`src/rtl/attitude_pkg.sv`:
```
// Shared constants and state encodings for the attitude telemetry receiver.
package attitude_pkg;

  localparam logic [7:0] START_BYTE = 8'hAA;
  localparam logic [7:0] END_BYTE   = 8'h55;
  localparam int         FRAME_LEN  = 6;

  typedef enum logic [1:0] {
    RX_IDLE,
    RX_START,
    RX_DATA,
    RX_STOP
  } rx_state_e;

  typedef enum logic [2:0] {
    P_WAIT_START,
    P_ROLL_L,
    P_ROLL_H,
    P_PITCH_L,
    P_PITCH_H,
    P_WAIT_END
  } parse_state_e;

endpackage

```
`src/rtl/uart_rx_byte.sv`:
```
// 8N1 UART byte receiver: 2-flop synchronizer, mid-bit sampling, stop-bit check.
module uart_rx_byte
  import attitude_pkg::*;
#(
  parameter int CLKS_PER_BIT = 217
) (
  input  logic       i_clk,
  input  logic       i_rst_n,
  input  logic       i_rx_serial,
  output logic       o_rx_dv,
  output logic       o_rx_err,
  output logic [7:0] o_rx_byte
);

  localparam int CNT_W = (CLKS_PER_BIT > 1) ? $clog2(CLKS_PER_BIT) : 1;
  localparam logic [CNT_W-1:0] HALF_BIT = CNT_W'(CLKS_PER_BIT / 2);
  localparam logic [CNT_W-1:0] FULL_BIT = CNT_W'(CLKS_PER_BIT - 1);

  logic             rx_meta_q, rx_sync_q;
  rx_state_e        state_q, state_d;
  logic [CNT_W-1:0] cnt_q, cnt_d;
  logic [2:0]       bit_q, bit_d;
  logic [7:0]       shreg_q, shreg_d;
  logic             dv_q, dv_d;
  logic             err_q, err_d;

  // o_rx_dv / o_rx_err are single-cycle strobes, never together; o_rx_byte is
  // valid in the rx_dv cycle and holds until the next byte starts shifting in.
  always_comb begin
    state_d = state_q;
    cnt_d   = cnt_q;
    bit_d   = bit_q;
    shreg_d = shreg_q;
    dv_d    = 1'b0;
    err_d   = 1'b0;
    case (state_q)
      RX_IDLE: begin
        cnt_d = '0;
        bit_d = '0;
        if (!rx_sync_q) state_d = RX_START;
      end
      RX_START: begin
        if (cnt_q == HALF_BIT) begin
          cnt_d   = '0;
          state_d = rx_sync_q ? RX_IDLE : RX_DATA;
        end else begin
          cnt_d = cnt_q + 1'b1;
        end
      end
      RX_DATA: begin
        if (cnt_q == FULL_BIT) begin
          cnt_d   = '0;
          shreg_d = {rx_sync_q, shreg_q[7:1]};
          if (bit_q == 3'd7) state_d = RX_STOP;
          else               bit_d   = bit_q + 3'd1;
        end else begin
          cnt_d = cnt_q + 1'b1;
        end
      end
      RX_STOP: begin
        if (cnt_q == FULL_BIT) begin
          cnt_d   = '0;
          state_d = RX_IDLE;
          if (rx_sync_q) dv_d  = 1'b1;
          else           err_d = 1'b1;
        end else begin
          cnt_d = cnt_q + 1'b1;
        end
      end
      default: state_d = RX_IDLE;
    endcase
  end

  always_ff @(posedge i_clk or negedge i_rst_n) begin
    if (!i_rst_n) begin
      rx_meta_q <= 1'b1;
      rx_sync_q <= 1'b1;
      state_q   <= RX_IDLE;
      cnt_q     <= '0;
      bit_q     <= '0;
      shreg_q   <= '0;
      dv_q      <= 1'b0;
      err_q     <= 1'b0;
    end else begin
      rx_meta_q <= i_rx_serial;
      rx_sync_q <= rx_meta_q;
      state_q   <= state_d;
      cnt_q     <= cnt_d;
      bit_q     <= bit_d;
      shreg_q   <= shreg_d;
      dv_q      <= dv_d;
      err_q     <= err_d;
    end
  end

  assign o_rx_dv   = dv_q;
  assign o_rx_err  = err_q;
  assign o_rx_byte = shreg_q;

endmodule

```
`src/rtl/attitude_uart_rx.sv`:
```
// Attitude telemetry receiver: parses AA rollL rollH pitchL pitchH 55 frames
// from the UART byte stream and publishes roll/pitch atomically.
module attitude_uart_rx
  import attitude_pkg::*;
#(
  parameter int         CLKS_PER_BIT = 217,
  parameter int         TIMEOUT_BITS = 20,
  parameter logic [7:0] START_BYTE   = attitude_pkg::START_BYTE,
  parameter logic [7:0] END_BYTE     = attitude_pkg::END_BYTE
) (
  input  logic        i_clk,
  input  logic        i_rst_n,
  input  logic        i_rx_serial,
  output logic [15:0] o_roll,
  output logic [15:0] o_pitch,
  output logic        o_valid,
  output logic        o_frame_err,
  output logic        o_timeout_err,
  output logic [7:0]  o_pkt_count
);

  localparam int TO_LIMIT = TIMEOUT_BITS * CLKS_PER_BIT;
  localparam int TO_W     = $clog2(TO_LIMIT + 1);
  localparam logic [TO_W-1:0] TO_LAST = TO_W'(TO_LIMIT - 1);

  logic       rx_dv, rx_err;
  logic [7:0] rx_byte;

  uart_rx_byte #(
    .CLKS_PER_BIT(CLKS_PER_BIT)
  ) u_byte (
    .i_clk      (i_clk),
    .i_rst_n    (i_rst_n),
    .i_rx_serial(i_rx_serial),
    .o_rx_dv    (rx_dv),
    .o_rx_err   (rx_err),
    .o_rx_byte  (rx_byte)
  );

  parse_state_e    state_q, state_d;
  logic [15:0]     roll_sh_q, roll_sh_d;
  logic [15:0]     pitch_sh_q, pitch_sh_d;
  logic [15:0]     roll_q, roll_d;
  logic [15:0]     pitch_q, pitch_d;
  logic [7:0]      pkt_q, pkt_d;
  logic            valid_q, valid_d;
  logic            ferr_q, ferr_d;
  logic            tout_q, tout_d;
  logic [TO_W-1:0] to_cnt_q, to_cnt_d;

  always_comb begin
    state_d    = state_q;
    roll_sh_d  = roll_sh_q;
    pitch_sh_d = pitch_sh_q;
    roll_d     = roll_q;
    pitch_d    = pitch_q;
    pkt_d      = pkt_q;
    valid_d    = 1'b0;
    ferr_d     = 1'b0;
    tout_d     = 1'b0;
    to_cnt_d   = to_cnt_q;
    // A received byte takes priority over a timeout expiring in the same clock.
    if (rx_dv) begin
      to_cnt_d = '0;
      case (state_q)
        P_WAIT_START: if (rx_byte == START_BYTE) state_d = P_ROLL_L;
        P_ROLL_L:  begin roll_sh_d[7:0]   = rx_byte; state_d = P_ROLL_H;   end
        P_ROLL_H:  begin roll_sh_d[15:8]  = rx_byte; state_d = P_PITCH_L;  end
        P_PITCH_L: begin pitch_sh_d[7:0]  = rx_byte; state_d = P_PITCH_H;  end
        P_PITCH_H: begin pitch_sh_d[15:8] = rx_byte; state_d = P_WAIT_END; end
        P_WAIT_END: begin
          if (rx_byte == END_BYTE) begin
            roll_d  = roll_sh_q;
            pitch_d = pitch_sh_q;
            valid_d = 1'b1;
            pkt_d   = pkt_q + 8'd1;
            state_d = P_WAIT_START;
          end else begin
            ferr_d  = 1'b1;
            state_d = (rx_byte == START_BYTE) ? P_ROLL_L : P_WAIT_START;
          end
        end
        default: state_d = P_WAIT_START;
      endcase
    end else if (rx_err) begin
      to_cnt_d = '0;
      if (state_q != P_WAIT_START) begin
        ferr_d  = 1'b1;
        state_d = P_WAIT_START;
      end
    end else if (state_q == P_WAIT_START) begin
      to_cnt_d = '0;
    end else if (to_cnt_q == TO_LAST) begin
      tout_d   = 1'b1;
      state_d  = P_WAIT_START;
      to_cnt_d = '0;
    end else begin
      to_cnt_d = to_cnt_q + 1'b1;
    end
  end

  always_ff @(posedge i_clk or negedge i_rst_n) begin
    if (!i_rst_n) begin
      state_q    <= P_WAIT_START;
      roll_sh_q  <= '0;
      pitch_sh_q <= '0;
      roll_q     <= '0;
      pitch_q    <= '0;
      pkt_q      <= '0;
      valid_q    <= 1'b0;
      ferr_q     <= 1'b0;
      tout_q     <= 1'b0;
      to_cnt_q   <= '0;
    end else begin
      state_q    <= state_d;
      roll_sh_q  <= roll_sh_d;
      pitch_sh_q <= pitch_sh_d;
      roll_q     <= roll_d;
      pitch_q    <= pitch_d;
      pkt_q      <= pkt_d;
      valid_q    <= valid_d;
      ferr_q     <= ferr_d;
      tout_q     <= tout_d;
      to_cnt_q   <= to_cnt_d;
    end
  end

  assign o_roll        = roll_q;
  assign o_pitch       = pitch_q;
  assign o_valid       = valid_q;
  assign o_frame_err   = ferr_q;
  assign o_timeout_err = tout_q;
  assign o_pkt_count   = pkt_q;

endmodule

```
`config.mk`:
```
export PLATFORM = sky130hd
export DESIGN_NAME = attitude_uart_rx
export DESIGN_NICKNAME = d
export VERILOG_FILES = /design/src/rtl/attitude_pkg.sv /design/src/rtl/uart_rx_byte.sv /design/src/rtl/attitude_uart_rx.sv
export SDC_FILE = /design/constraint.sdc
export NUM_CORES = 1
export LEC_CHECK = 0
export BUFFER_PORTS_ARGS = -buffer_cell sky130_fd_sc_hd__clkbuf_2
export CORE_UTILIZATION = 50
export CTS_BUF_LIST = sky130_fd_sc_hd__clkbuf_2
export DETAILED_ROUTE_END_ITERATION = 10
export PLACE_DENSITY = 0.79
export SYNTH_ARGS = -nofsm -noshare
export SYNTH_HDL_FRONTEND = slang
export SYNTH_SLANG_ARGS = --single-unit
```
`constraint.sdc`:
```
create_clock -name i_clk -period 2.3 [get_ports i_clk]
set_clock_uncertainty 0.15 [all_clocks]
set_input_delay 0.46 -clock i_clk [delete_from_list [all_inputs] [get_ports i_clk]]
set_output_delay 0.46 -clock i_clk [all_outputs]
set_load 0.02 [all_outputs]
```
Word-level counts from Yosys, hierarchy flattened

Index checks and enable logic that the tools add are counted.

Output and inout port bits: 43
RAM bits: 0
Input bits: 3
Flip-flop bits (word level): 116
Latch bits: 0
ROM bits: 0
Logic and storage cells: 106
Memories kept: 0

Reduce and logical (&&, ||, !) cells: 15
$lt $le $gt $ge: 0
$mul: 0
Eq/ne operators: 23
Shifts and indexed selects: 0
Divide/modulo/power cells: 0
Add/subtract/negate cells: 4
Multiplexer cells: 44
Bitwise logic cells: 0

Operators with widths:

| operator                | number |
|---|---|
| $mux W13                | 4 |
| $mux W3                 | 8 |
| $pmux W8 S3             | 1 |
| $mux W1                 | 20 |
| $pmux W3 S6             | 1 |
| $add A8 B1 Y8 const B   | 2 |
| $eq A8 B7 Y1 const B    | 2 |
| $eq A8 B8 Y1 const B    | 2 |
| $mux W8                 | 2 |
| $add A13 B1 Y13 const B | 1 |
| $eq A13 B13 Y1 const B  | 1 |
| $mux W2                 | 6 |
| $reduce_and A2 Y1       | 5 |
| $eq A3 B3 Y1 const B    | 3 |
| $ne A2 B1 Y1 const B    | 4 |
| $pmux W2 S4             | 1 |
| $eq A3 B2 Y1 const B    | 2 |
| $pmux W3 S2             | 1 |
| $reduce_and A3 Y1       | 2 |
| $reduce_bool A3 Y1      | 2 |
| $reduce_and A5 Y1       | 1 |
| $eq A2 B2 Y1 const B    | 2 |
| $ne A2 B2 Y1 const B    | 2 |
| $reduce_and A4 Y1       | 1 |
| 10 further kinds        | 10 |

Depth between registers and ports, before layout

Depth in word-level cells: 5
Mapped depth: 7
Mapped depth without buffers: 6

By module

From an unflattened synthesis, not the netlist that was laid out.

Cell total of the unflattened synthesis: 367
Area, all modules: 4,984.8 µm²

By module, submodules not included:

| module           | seq. area each (µm²) | times used | area an instance (µm²) | cells each |
|---|---|---|---|---|
| attitude_uart_rx | 2,277.2              | 1          | 3,784.9                | 266 |
| uart_rx_byte     | 628.1                | 1          | 1,199.9                | 101 |

Worst setup path after synthesis

OpenSTA, ideal clock, no wires.

Path kind: register to register
Start: register u_byte.cnt_q[0]
End: register u_byte.shreg_q[0] (netlist: u_byte.o_rx_byte[0])
Stages on the path, launching flop included: 7
Data arrival time: 1.665 ns
Path slack: 0.360 ns
Required time: 2.025 ns
Library setup time: 0.125 ns
Clock period less this slack: 1.940 ns
Cells stage by stage: dfrtp_1 inv_1 ha_1 and4b_1 nand2_1 nor3_2 mux2_2

Word-level cells in the longest chain between the ends: 2

RTL lines:

| what                               | RTL line           | source |
|---|---|---|
| from (decl)                        | uart_rx_byte.sv:21 | `logic [CNT_W-1:0] cnt_q, cnt_d;` |
| from (signal assigned)             | uart_rx_byte.sv:88 | `cnt_q <= cnt_d;` |
| $eq A8 B8 Y1                       | uart_rx_byte.sv:51 | `if (cnt_q == FULL_BIT) begin` |
| $reduce_and A2 Y1 (no source line) | -                  |  |
| to (signal assigned)               | uart_rx_byte.sv:90 | `shreg_q <= shreg_d;` |
| to (decl)                          | uart_rx_byte.sv:23 | `logic [7:0] shreg_q, shreg_d;` |

No other way between the ends.
A chain may end at the register's enable or synchronous reset.

Worst setup path after layout

Start: register u_byte.shreg_q[1] (netlist: u_byte.o_rx_byte[1])
End: register roll_q[13] (netlist: o_roll[13])

Word-level cells in the longest chain between the ends: 2

RTL lines:

| what                               | RTL line                | source |
|---|---|---|
| $eq A8 B7 Y1                       | attitude_uart_rx.sv:72  | `if (rx_byte == END_BYTE) begin` |
| $reduce_and A3 Y1 (no source line) | -                       |  |
| to (signal assigned)               | attitude_uart_rx.sv:118 | `roll_q <= roll_d;` |
| to (decl)                          | attitude_uart_rx.sv:43  | `logic [15:0] roll_q, roll_d;` |

No other way between the ends.

==> summary.md <==
| Metric | Value |
|---|---|
| Pre-CTS setup slack | `0.190 ns` |
| Syn Nets | `448` |
| WP data required | `2.72 ns` |
| Setup ws final | `0.203 ns` |
| Congestion Overflow GR | `0` |
| Fill count | `~800` |
| Unique masters post-synth | `48` |
| Fin crit period | `2.10 ns` |
| Die width | `between 100 and 150 um` |
| Max-slew violations | `0` |
| P per Cell Area | `a little over 600 mW/mm2` |
| FF-to-FF Start | `u_byte.o_rx_byte[1]` |
| Total number of vias | `roughly 3.3k` |
| Max Cap Violations | `0` |
| CTS tree | `built` |
| Critical Path AT | `2.52 ns` |
| Static Leak | `between 2 and 3 nW` |
| Reg clk slew, reported paths | `0.18 ns` |
| Least-Margin Pin Slew | `0.438 ns` |
| Highest clock rate | `477 MHz` |
| Period utilisation layout | `0.912` |
| Synth Flop Type | `dfrtp_1` |
| Final setup violation count | `0` |
| Flop2flop setup slack | `just over 0.2 ns` |
| # diodes | `0` |
| Syn Inst Count | `439` |
| Initial Util | `0.518` |
| Mapped cell area | `0.00481 mm2` |
| Crit path kind | `flip-flop to flip-flop` |
| Std-Cell Rows | `35` |
| First-pass DRT Iterations | `4` |
| Total wire length | `8900 um` |
| CTS H-tree lvls | `4` |
| Startpoint Class | `flip-flop` |
| Drt initial violations | `171` |
| Peak supply drop | `0.249 mV` |
| CTS buffer count | `17` |
| GP Congestion | `0.774` |
| Largest net degree at the start of global routing | `51` |
| Final ANT Viol Nets | `0` |
| I/O pins | `46` |
| P&R area growth vs syn | `15.7%` |
| Initial antenna violation count | `0` |
| Vias in the first global route | `3,301` |
| Wire per inst | `13.7 um` |
| Total GRT Usage | `0.196` |
| Hpwl dp | `6130 um` |
| Die height | `about 100 um` |
| Status | `completed` |
| Worst-Skew Late Latency | `0.62 ns` |
| DRC Markers | `0` |
| Reg2Reg Depth | `6` |
| Async SR Flop Fraction | `1.00` |
| Number of synthesized flops with an enable pin | `0` |
| Endpoint class of the critical path | `flip-flop` |
| Synth warn | `0` |
| Share of layout cells above drive strength 1 | `0.262` |
| Crit Path Max Fanout | `22` |
| Setup total negative slack | `0 ns` |
| FF-to-FF End | `o_roll[13]` |
| Clock Sinks | `116` |
| Clk root buf | `clkbuf_2` |
| FF+latch count, synth | `116` |
| Worst rel slew slack | `0.704` |
| Final Hold Viols | `0` |
| Die ar. | `about 0.010 mm2` |
| Core Area | `~0.0093 mm2` |
| Worst hold path class | `input port to asynchronous set/reset pin` |
| Port bufs | `45` |
| Post-Syn Area per Cell | `11.0 um2` |
| First-pass GRT wire length | `15,200 um` |
| Fraction of the yosys area taken by sequential cells | `0.604` |
| Worst-case clock buffer depth | `2` |
| Nets | `518` |
| Via density | `roughly 5.1` |
| RSZ-0062 raised after global routing | `false` |
## critical path: stages (launching register included)
cell and delay, ns:
dfrtp_1 0.49, nand4bb_1 0.24, or4_4 0.64, clkinv_1 0.12, buf_4 0.24, nand2_1 0.10, nand2_1 0.06
## cells in the final DEF (no fill, tap or decap), types with 3 or more instances in the layout
master	n
nand2_1	134
dfrtp_1	114
clkbuf_2	62
mux2_2	32
nor2_1	30
buf_4	17
xor2_1	13
inv_1	11
xnor2_1	11
nand3_1	9
ha_1	6
o21ai_0	5
nor4bb_1	4
a21oi_1	4
nand4_1	4
clkinv_2	4
clkinvlp_4	4
nor3_2	3
and4_1	3
clkinv_1	3
a211o_1	3
bufinv_16	3
## registers in the layout, summed over array words and instances (netlist names), 3 cells and up, named ones only
name	cells
u_byte.bit_q	3
u_byte.o_rx_byte	8
to_cnt_q	13
o_pkt_count	8
state_q	3
roll_sh_q	16
u_byte.cnt_q	8
o_pitch	16
o_roll	16
pitch_sh_q	16
## power breakdown
| part | switching [mW] | total [mW] | internal [mW] |
|---|---|---|---|
| combinational | 0.0388 | 0.0498 | 0.0110 |
| sequential | 0.00132 | 2.05 | 2.04 |
| clock | 0.766 | 1.37 | 0.601 |
| total | 0.806 | 3.46 | 2.66 |
## per-layer routing
metal	global-route usage	up-vias	part of all wire
met5	0	-	0
li1	-	1601	-
met3	0.0571	8	0.031
met4	0.0736	0	0.0084
met1	0.244	1637	0.45
met2	0.327	63	0.52
## final cells by class
| type | instances | area [um2] | share of cell area |
|---|---|---|---|
| multi-input combinational | 296 | 1790 | 0.322 |
| clock inverter | 14 | 161 | 0.0290 |
| timing repair buffer | 65 | 408 | 0.0733 |
| inverter | 13 | 48.8 | 0.00877 |
| clock buffer | 18 | 90.1 | 0.0162 |
| sequential | 116 | 2910 | 0.522 |
| tap | 129 | 161 | 0.0290 |
## cell usage after synthesis (4+ instances only)
master,n,share of area
nor4bb_1,4,0.0083
clkbuf_1,5,0.0039
ha_1,6,0.016
mux2_2,32,0.075
xnor2_1,11,0.020
buf_2,8,0.0083
a21oi_1,4,0.0042
nand4_1,4,0.0052
nand2_1,134,0.10
nand3_1,9,0.0094
inv_1,11,0.0086
nor2_1,30,0.023
xor2_1,13,0.024
dfrtp_1,114,0.59
o21ai_0,5,0.0052
## how the worst max path moves through the flow
stage / startpoint / endpoint
3_5_place_dp: to_cnt_q[0] / state_q[2]
4_1_cts: to_cnt_q[0] / state_q[2]
5_1_grt: to_cnt_q[0] / state_q[2]
3_3_place_gp: u_byte.o_rx_byte[1] / o_roll[10]
6_report: u_byte.o_rx_byte[1] / o_roll[13]
2_1_floorplan: u_byte.cnt_q[0] / u_byte.o_rx_byte[0]
## cells by family (layout without fill, tap and decap cells)
logic type	after synthesis	count (layout)	share of synthesized area
fa+ha+maj	6	6	0.0156
simple gates	214	214	0.209
compound gates	19	19	0.0263
flops	116	116	0.604
mux	33	33	0.0770
xor+xnor	24	24	0.0437
buf+inv	27	110	0.0247
## stage by stage
stage | instance area [um2] | power [mW] | cells | utilization | hold WS [ns]
2_1_floorplan | 4810 | 2.08 | 439 | - | 0.0144
3_3_place_gp | 5290 | 2.13 | 617 | 0.570 | 0.197
3_5_place_dp | 5290 | 2.13 | 617 | 0.570 | 0.198
4_1_cts | 5560 | 3.51 | 651 | 0.599 | 0.0797
5_1_grt | 5570 | 3.61 | 651 | 0.600 | 0.0804
6_report | 5570 | 3.46 | 651 | 0.600 | 0.136
## timing repair
item,4_1_cts,5_1_grt
hold buffers,2,0
endpoints found under the hold margin,115,0
resized for setup,0,1
setup buffers,0,0
endpoints found under the setup margin,0,3
(Power assumes the default switching activity.)
